File: src/rtl/mem_arb_pkg.sv
// Shared types and defaults for the main-memory port arbiter.
// Holds the arbiter state encoding and the default line/address widths.
package mem_arb_pkg;

    typedef enum logic [1:0] {
        IDLE,
        BUSY_I,
        BUSY_D
    } arb_state_e;

    localparam int LINE_WIDTH_DEF = 256;
    localparam int ADDR_WIDTH_DEF = 32;

    typedef logic [LINE_WIDTH_DEF-1:0] line_t;
    typedef logic [ADDR_WIDTH_DEF-1:0] addr_t;

endpackage

File: src/rtl/mem_arb_watchdog.sv
// Busy-cycle watchdog: counts cycles spent waiting on memory and raises a
// sticky timeout flag once TIMEOUT_CYCLES is reached (0 disables it).
// Ports: clk, rst_n, busy (transaction open), done (memory completion),
//        timeout (sticky flag, cleared only by reset).
module mem_arb_watchdog #(
    parameter int TIMEOUT_CYCLES = 1024
) (
    input  logic clk,
    input  logic rst_n,
    input  logic busy,
    input  logic done,
    output logic timeout
);

    localparam int CW = (TIMEOUT_CYCLES > 0) ? $clog2(TIMEOUT_CYCLES + 1) : 1;
    localparam logic [CW-1:0] LIMIT = CW'(TIMEOUT_CYCLES);
    localparam bit EN = (TIMEOUT_CYCLES != 0);

    logic [CW-1:0] cnt;
    logic [CW-1:0] cnt_inc;
    logic          hit;

    assign cnt_inc = cnt + CW'(1);
    // The cycle that completes the count is the one that trips the flag.
    assign hit = EN && busy && !done && (cnt != LIMIT) && (cnt_inc == LIMIT);

    always_ff @(posedge clk or negedge rst_n) begin
        if (!rst_n) begin
            cnt     <= '0;
            timeout <= 1'b0;
        end else begin
            if (!busy || done) begin
                cnt <= '0;
            end else if (EN && cnt != LIMIT) begin
                cnt <= cnt_inc;
            end
            if (hit) begin
                timeout <= 1'b1;
            end
        end
    end

endmodule

File: src/rtl/mem_port_arbiter.sv
// Shares one line-wide memory port between the IMEM and DMEM refill ports.
// Ports: imem_* / dmem_* requester strobe/done ports, mem_* memory port,
//        timeout_o watchdog flag, imem/dmem_grants_o wrapping grant counters.
module mem_port_arbiter
    import mem_arb_pkg::*;
#(
    parameter int ADDR_WIDTH     = ADDR_WIDTH_DEF,
    parameter int LINE_WIDTH     = LINE_WIDTH_DEF,
    parameter int MAX_D_STREAK   = 4,
    parameter int TIMEOUT_CYCLES = 1024,
    parameter int CNT_WIDTH      = 32
) (
    input  logic                  clk,
    input  logic                  rst_n,
    input  logic                  imem_strobe_i,
    input  logic [ADDR_WIDTH-1:0] imem_addr_i,
    output logic                  imem_done_o,
    output logic [LINE_WIDTH-1:0] imem_data_o,
    input  logic                  dmem_strobe_i,
    input  logic [ADDR_WIDTH-1:0] dmem_addr_i,
    input  logic                  dmem_rw_i,
    input  logic [LINE_WIDTH-1:0] dmem_data_i,
    output logic                  dmem_done_o,
    output logic [LINE_WIDTH-1:0] dmem_data_o,
    output logic                  mem_strobe_o,
    output logic [ADDR_WIDTH-1:0] mem_addr_o,
    output logic                  mem_rw_o,
    output logic [LINE_WIDTH-1:0] mem_data_o,
    input  logic                  mem_done_i,
    input  logic [LINE_WIDTH-1:0] mem_data_i,
    output logic                  timeout_o,
    output logic [CNT_WIDTH-1:0]  imem_grants_o,
    output logic [CNT_WIDTH-1:0]  dmem_grants_o
);

    localparam int SW = $clog2(MAX_D_STREAK + 1);
    localparam logic [SW-1:0] SMAX = SW'(MAX_D_STREAK);

    arb_state_e    state;
    arb_state_e    state_n;
    logic          grant_i;
    logic          grant_d;
    logic [SW-1:0] streak;
    logic          busy;

    always_comb begin
        state_n = state;
        grant_i = 1'b0;
        grant_d = 1'b0;
        unique case (state)
            IDLE: begin
                // DMEM wins unless it has used up its streak while IMEM waits.
                if (dmem_strobe_i && (!imem_strobe_i || streak < SMAX)) begin
                    state_n = BUSY_D;
                    grant_d = 1'b1;
                end else if (imem_strobe_i) begin
                    state_n = BUSY_I;
                    grant_i = 1'b1;
                end
            end
            BUSY_I, BUSY_D: begin
                if (mem_done_i) begin
                    state_n = IDLE;
                end
            end
            default: state_n = IDLE;
        endcase
    end

    always_ff @(posedge clk or negedge rst_n) begin
        if (!rst_n) begin
            state <= IDLE;
        end else begin
            state <= state_n;
        end
    end

    always_ff @(posedge clk or negedge rst_n) begin
        if (!rst_n) begin
            mem_addr_o    <= '0;
            mem_rw_o      <= 1'b0;
            mem_data_o    <= '0;
            streak        <= '0;
            imem_grants_o <= '0;
            dmem_grants_o <= '0;
        end else if (grant_d) begin
            mem_addr_o    <= dmem_addr_i;
            mem_rw_o      <= dmem_rw_i;
            mem_data_o    <= dmem_data_i;
            dmem_grants_o <= dmem_grants_o + CNT_WIDTH'(1);
            if (!imem_strobe_i) begin
                streak <= '0;
            end else if (streak != SMAX) begin
                streak <= streak + SW'(1);
            end
        end else if (grant_i) begin
            mem_addr_o    <= imem_addr_i;
            mem_rw_o      <= 1'b0;
            mem_data_o    <= '0;
            streak        <= '0;
            imem_grants_o <= imem_grants_o + CNT_WIDTH'(1);
        end
    end

    assign busy         = (state != IDLE);
    assign mem_strobe_o = busy;
    assign imem_done_o  = (state == BUSY_I) && mem_done_i;
    assign dmem_done_o  = (state == BUSY_D) && mem_done_i;
    // Read data is only meaningful alongside done; hold zero otherwise.
    assign imem_data_o  = imem_done_o ? mem_data_i : '0;
    assign dmem_data_o  = dmem_done_o ? mem_data_i : '0;

    mem_arb_watchdog #(
        .TIMEOUT_CYCLES(TIMEOUT_CYCLES)
    ) u_watchdog (
        .clk    (clk),
        .rst_n  (rst_n),
        .busy   (busy),
        .done   (mem_done_i),
        .timeout(timeout_o)
    );

endmodule

File: config.mk
export PLATFORM = sky130hd
export DESIGN_NAME = mem_port_arbiter
export DESIGN_NICKNAME = d
export VERILOG_FILES = /design/src/rtl/mem_arb_pkg.sv /design/src/rtl/mem_arb_watchdog.sv /design/src/rtl/mem_port_arbiter.sv
export SDC_FILE = /design/constraint.sdc
export NUM_CORES = 1
export LEC_CHECK = 0
export BUFFER_PORTS_ARGS = -buffer_cell sky130_fd_sc_hd__clkbuf_2
export CAP_MARGIN = 0
export CORE_AREA = 8 8 554 556
export CTS_CLUSTER_DIAMETER = 120
export DETAILED_ROUTE_END_ITERATION = 10
export DIE_AREA = 0 0 562 564
export PLACE_DENSITY_LB_ADDON = 0.15
export SYNTH_ARGS = -nofsm -noshare
export SYNTH_HDL_FRONTEND = slang
export SYNTH_SLANG_ARGS = --single-unit
File: constraint.sdc
create_clock -name clk -period 2.6 [get_ports clk]
set_clock_uncertainty 0.2 [all_clocks]
set_input_delay 0.78 -clock clk [delete_from_list [all_inputs] [get_ports clk]]
set_output_delay 0.78 -clock clk [all_outputs]
set_load 0.05 [all_outputs]
==> impl_metrics.yaml <==
synth:
  syn-num-nets: 2275
  synth_top_cell_area_share_pct: 51.8
  yosysWarnings: 0
  ys_ff_latch: 370
  ys_top_cells_by_area: "dfrtp_1, and3_1, a22o_1"
  netlist_instances: 1683
  synth_area_mm2: 0.0179
  synth.avg_cell_area_um2: 10.6
  yosys.area.top_type: "dfrtp_1"
  synth-seq-area-share_pct: 51.8
  ys_types: 39
worst_hold_path:
  hp-class: "in -> reg"
clock_tree:
  cts_sinks: 370
  clk_pin_slew_ps: 60
  clock_path_buffers: 3
  cts_buffers: 52
  clock-root-buffer: "clkbuf_16"
  cts_tree: "done"
  htree_levels: 2
  clock_latency_ps: 670
finish:
  drive_gt1_share_pct: 69.5
  syn2layout_area_growth_pct: 149
  design_area_mm2: 0.0445
  final_common_cell: "clkbuf_2"
  final_cell_mix: "clkbuf_2, buf_12, dfrtp_1"
  final_util_pct: 14.9
  nNetsFinal: 3862
pwr:
  power_density_mw_per_mm2: 1100
  total_power_uw: 49000
  clkPwrFrac_pct: 15.2
  internal_power_uw: 23400
  p_sw_uw: 25600
  p_comb_share_pct: 64.7
  switching_share_pct: 52.2
  pwr-share-seq_pct: 20.1
  ir_drop_mv: 0.766
  leakagePower_uw: 0.0200
grt:
  grt_max_degree: 62
  grt.total_usage_pct: 12.8
  antenna_found_initial: 132
  grt_pass1_wl_um: 267000
  first_global_vias: 22900
  gr-total-overflow: 0
sta:
  rsz0062_at_grt: "yes"
  slew_violations: 0
  finalCritPeriodShare_pct: 127
  fin_crit_ps: 3310
  maxSlewHeadroom_pct: 56.8
  setup_slack_ps: -708
  setup_viol: 515
  clock.fmax_mhz: 302
  finalHoldViolations: 0
  tightest_slew_ps: 642
route:
  dr.pass1.iters: 4
  drt.antenna.violating_nets: 0
  drt_iter0_drc: 908
  drc: 0
  vias_per_cell: 2.97
  dr_total_vias: 21700
  wl_um: 216000
  wl_per_cell_um: 29.6
worst_setup_path:
  critPathCaptureType: "primary output"
  path_max_fanout: 25
  critPathLaunchType: "register"
  path_class: "reg -> out"
  crit_required_ps: 1620
  critical_path_arrival_ps: 2330
placement:
  dp_hpwl_um: 186000
  placed_area_mm2: 0.0405
  port_buffers: 1450
  gp_congestion: 0.832
  dp_slack_ps: -340
run_status:
  violations: "setup timing"
  status: "finished with violations"
floorplanning:
  die_w_um: 562
  die_h_um: 564
  io_pins: 1451
  initial_core_util_pct: 5.99
  core_mm2: 0.298
  rows: 201
  die-area_mm2: 0.317
run:
  drv_cap: 0
[cell usage after synthesis, drive strengths merged]
master  instances
a211o           1
a21oi           5
a22o          257
a32o            2
a41o            1
and2           12
and3          523
and4            8
buf            56
clkbuf        128
dfrtp         370
ha             10
inv            11
mux2            1
mux2i          32
nand2          71
nand2b          1
nand3          23
nand4          18
nor2           25
nor2b           1
nor3           13
nor3b           1
nor4            1
nor4b           1
o21ai          35
o21bai          1
o22ai           1
or3             1
xnor2          55
xor2           18
[layout make-up]
class | instances | area, µm²
well taps | 3958 | 4950
multi-input cells | 1118 | 9740
clock inverters | 19 | 250
inverters | 11 | 43.8
repair buffers | 1717 | 18700
clock buffers | 75 | 1490
fillers | 33700 | 254000
diodes | 27 | 67.6
flip-flops and latches | 370 | 9260
[routing by layer]
metal | track usage, % | vias to the layer above | wire (µm)
met2 | 24.2 | 1180 | 113000
met3 | 5.42 | 312 | 19200
met5 | 0 | - | 431
met4 | 2.38 | 64 | 5500
li1 | - | 9449 | -
met1 | 13.2 | 10700 | 77600
[path summary, 6_finish.rpt]
check                           depth (start not counted)  slack (ps)                             to                          start
worst max-delay path                                    7        -710               dmem_data_o[176]           state[1]$_DFFE_PN0P_
worst min-delay path                                    3         110     mem_addr_o[26]$_DFFE_PN0P_                dmem_addr_i[26]
worst max register to register                         12         110    mem_data_o[225]$_DFFE_PN0P_           state[1]$_DFFE_PN0P_
worst min register to register                          1         270  dmem_grants_o[31]$_DFFE_PN0P_  dmem_grants_o[31]$_DFFE_PN0P_
max in group asynchronous                               4        1040    mem_data_o[227]$_DFFE_PN0P_                          rst_n
min in group asynchronous                               2         500    mem_data_o[183]$_DFFE_PN0P_                          rst_n
[stage by stage]
| step | setup TNS, ps | hold WS (ps) | instances |
|---|---|---|---|
| 2_1_floorplan | -43.4 | 271 | 1683 |
| 3_3_place_gp | -90240 | 266 | 7088 |
| 3_5_place_dp | -96740 | 263 | 7088 |
| 4_1_cts | -381750 | 0.611 | 7230 |
| 5_1_grt | -384930 | 49.7 | 7277 |
| 6_report | -313510 | 114 | 7295 |
[worst max-delay path, cell delays in order, from the launching register on]
cell,delay [ps]
dfrtp_1,410
ha_4,190
buf_16,130
buf_16,150
buf_12,180
buf_16,160
and3_2,210
buf_12,150
[cell families (layout without fill, tap and decap cells)]
| group | after synthesis | after routing | synth area share [%] |
|---|---|---|---|
| AND/OR/NAND/NOR | 699 | 699 | 23.3 |
| flip-flops | 370 | 370 | 51.8 |
| AO/OA/AOI/OAI | 303 | 303 | 14.0 |
| buffers and inverters | 195 | 1822 | 4.78 |
| XOR/XNOR | 73 | 73 | 3.58 |
| multiplexers | 33 | 33 | 1.85 |
| adder cells (fa/ha/maj) | 10 | 10 | 0.700 |
| other | 0 | 27 | 0 |
[sequential cells by signal (all words and copies together), names as in the netlist]
name,count
state,2
mem_rw_o,1
u_watchdog.cnt,11
dmem_grants_o,32
imem_grants_o,32
mem_addr_o,32
u_watchdog.timeout,1
streak,3
mem_data_o,256
[power by group through the flow]
stage          clock, µW  combinational (µW)  sequential [µW]
3_3_place_gp           0               29800             9970
6_report            7430               31700             9860
3_5_place_dp           0               29800             9840
2_1_floorplan          0                8420            17800
4_1_cts             7890               30900             9890
5_1_grt             8020               33000            10200
[repair_timing]
action / CTS / global route
hold buffers: 27 / 0
gates resized for setup: 75 / 168
pin swaps: 2 / 61
gates cloned: 7 / 24
buffers inserted: 14 / 17
endpoints found under the setup margin: 523 / 587
endpoints found under the hold margin: 38 / 0
Power figures use the tool's default switching activity.
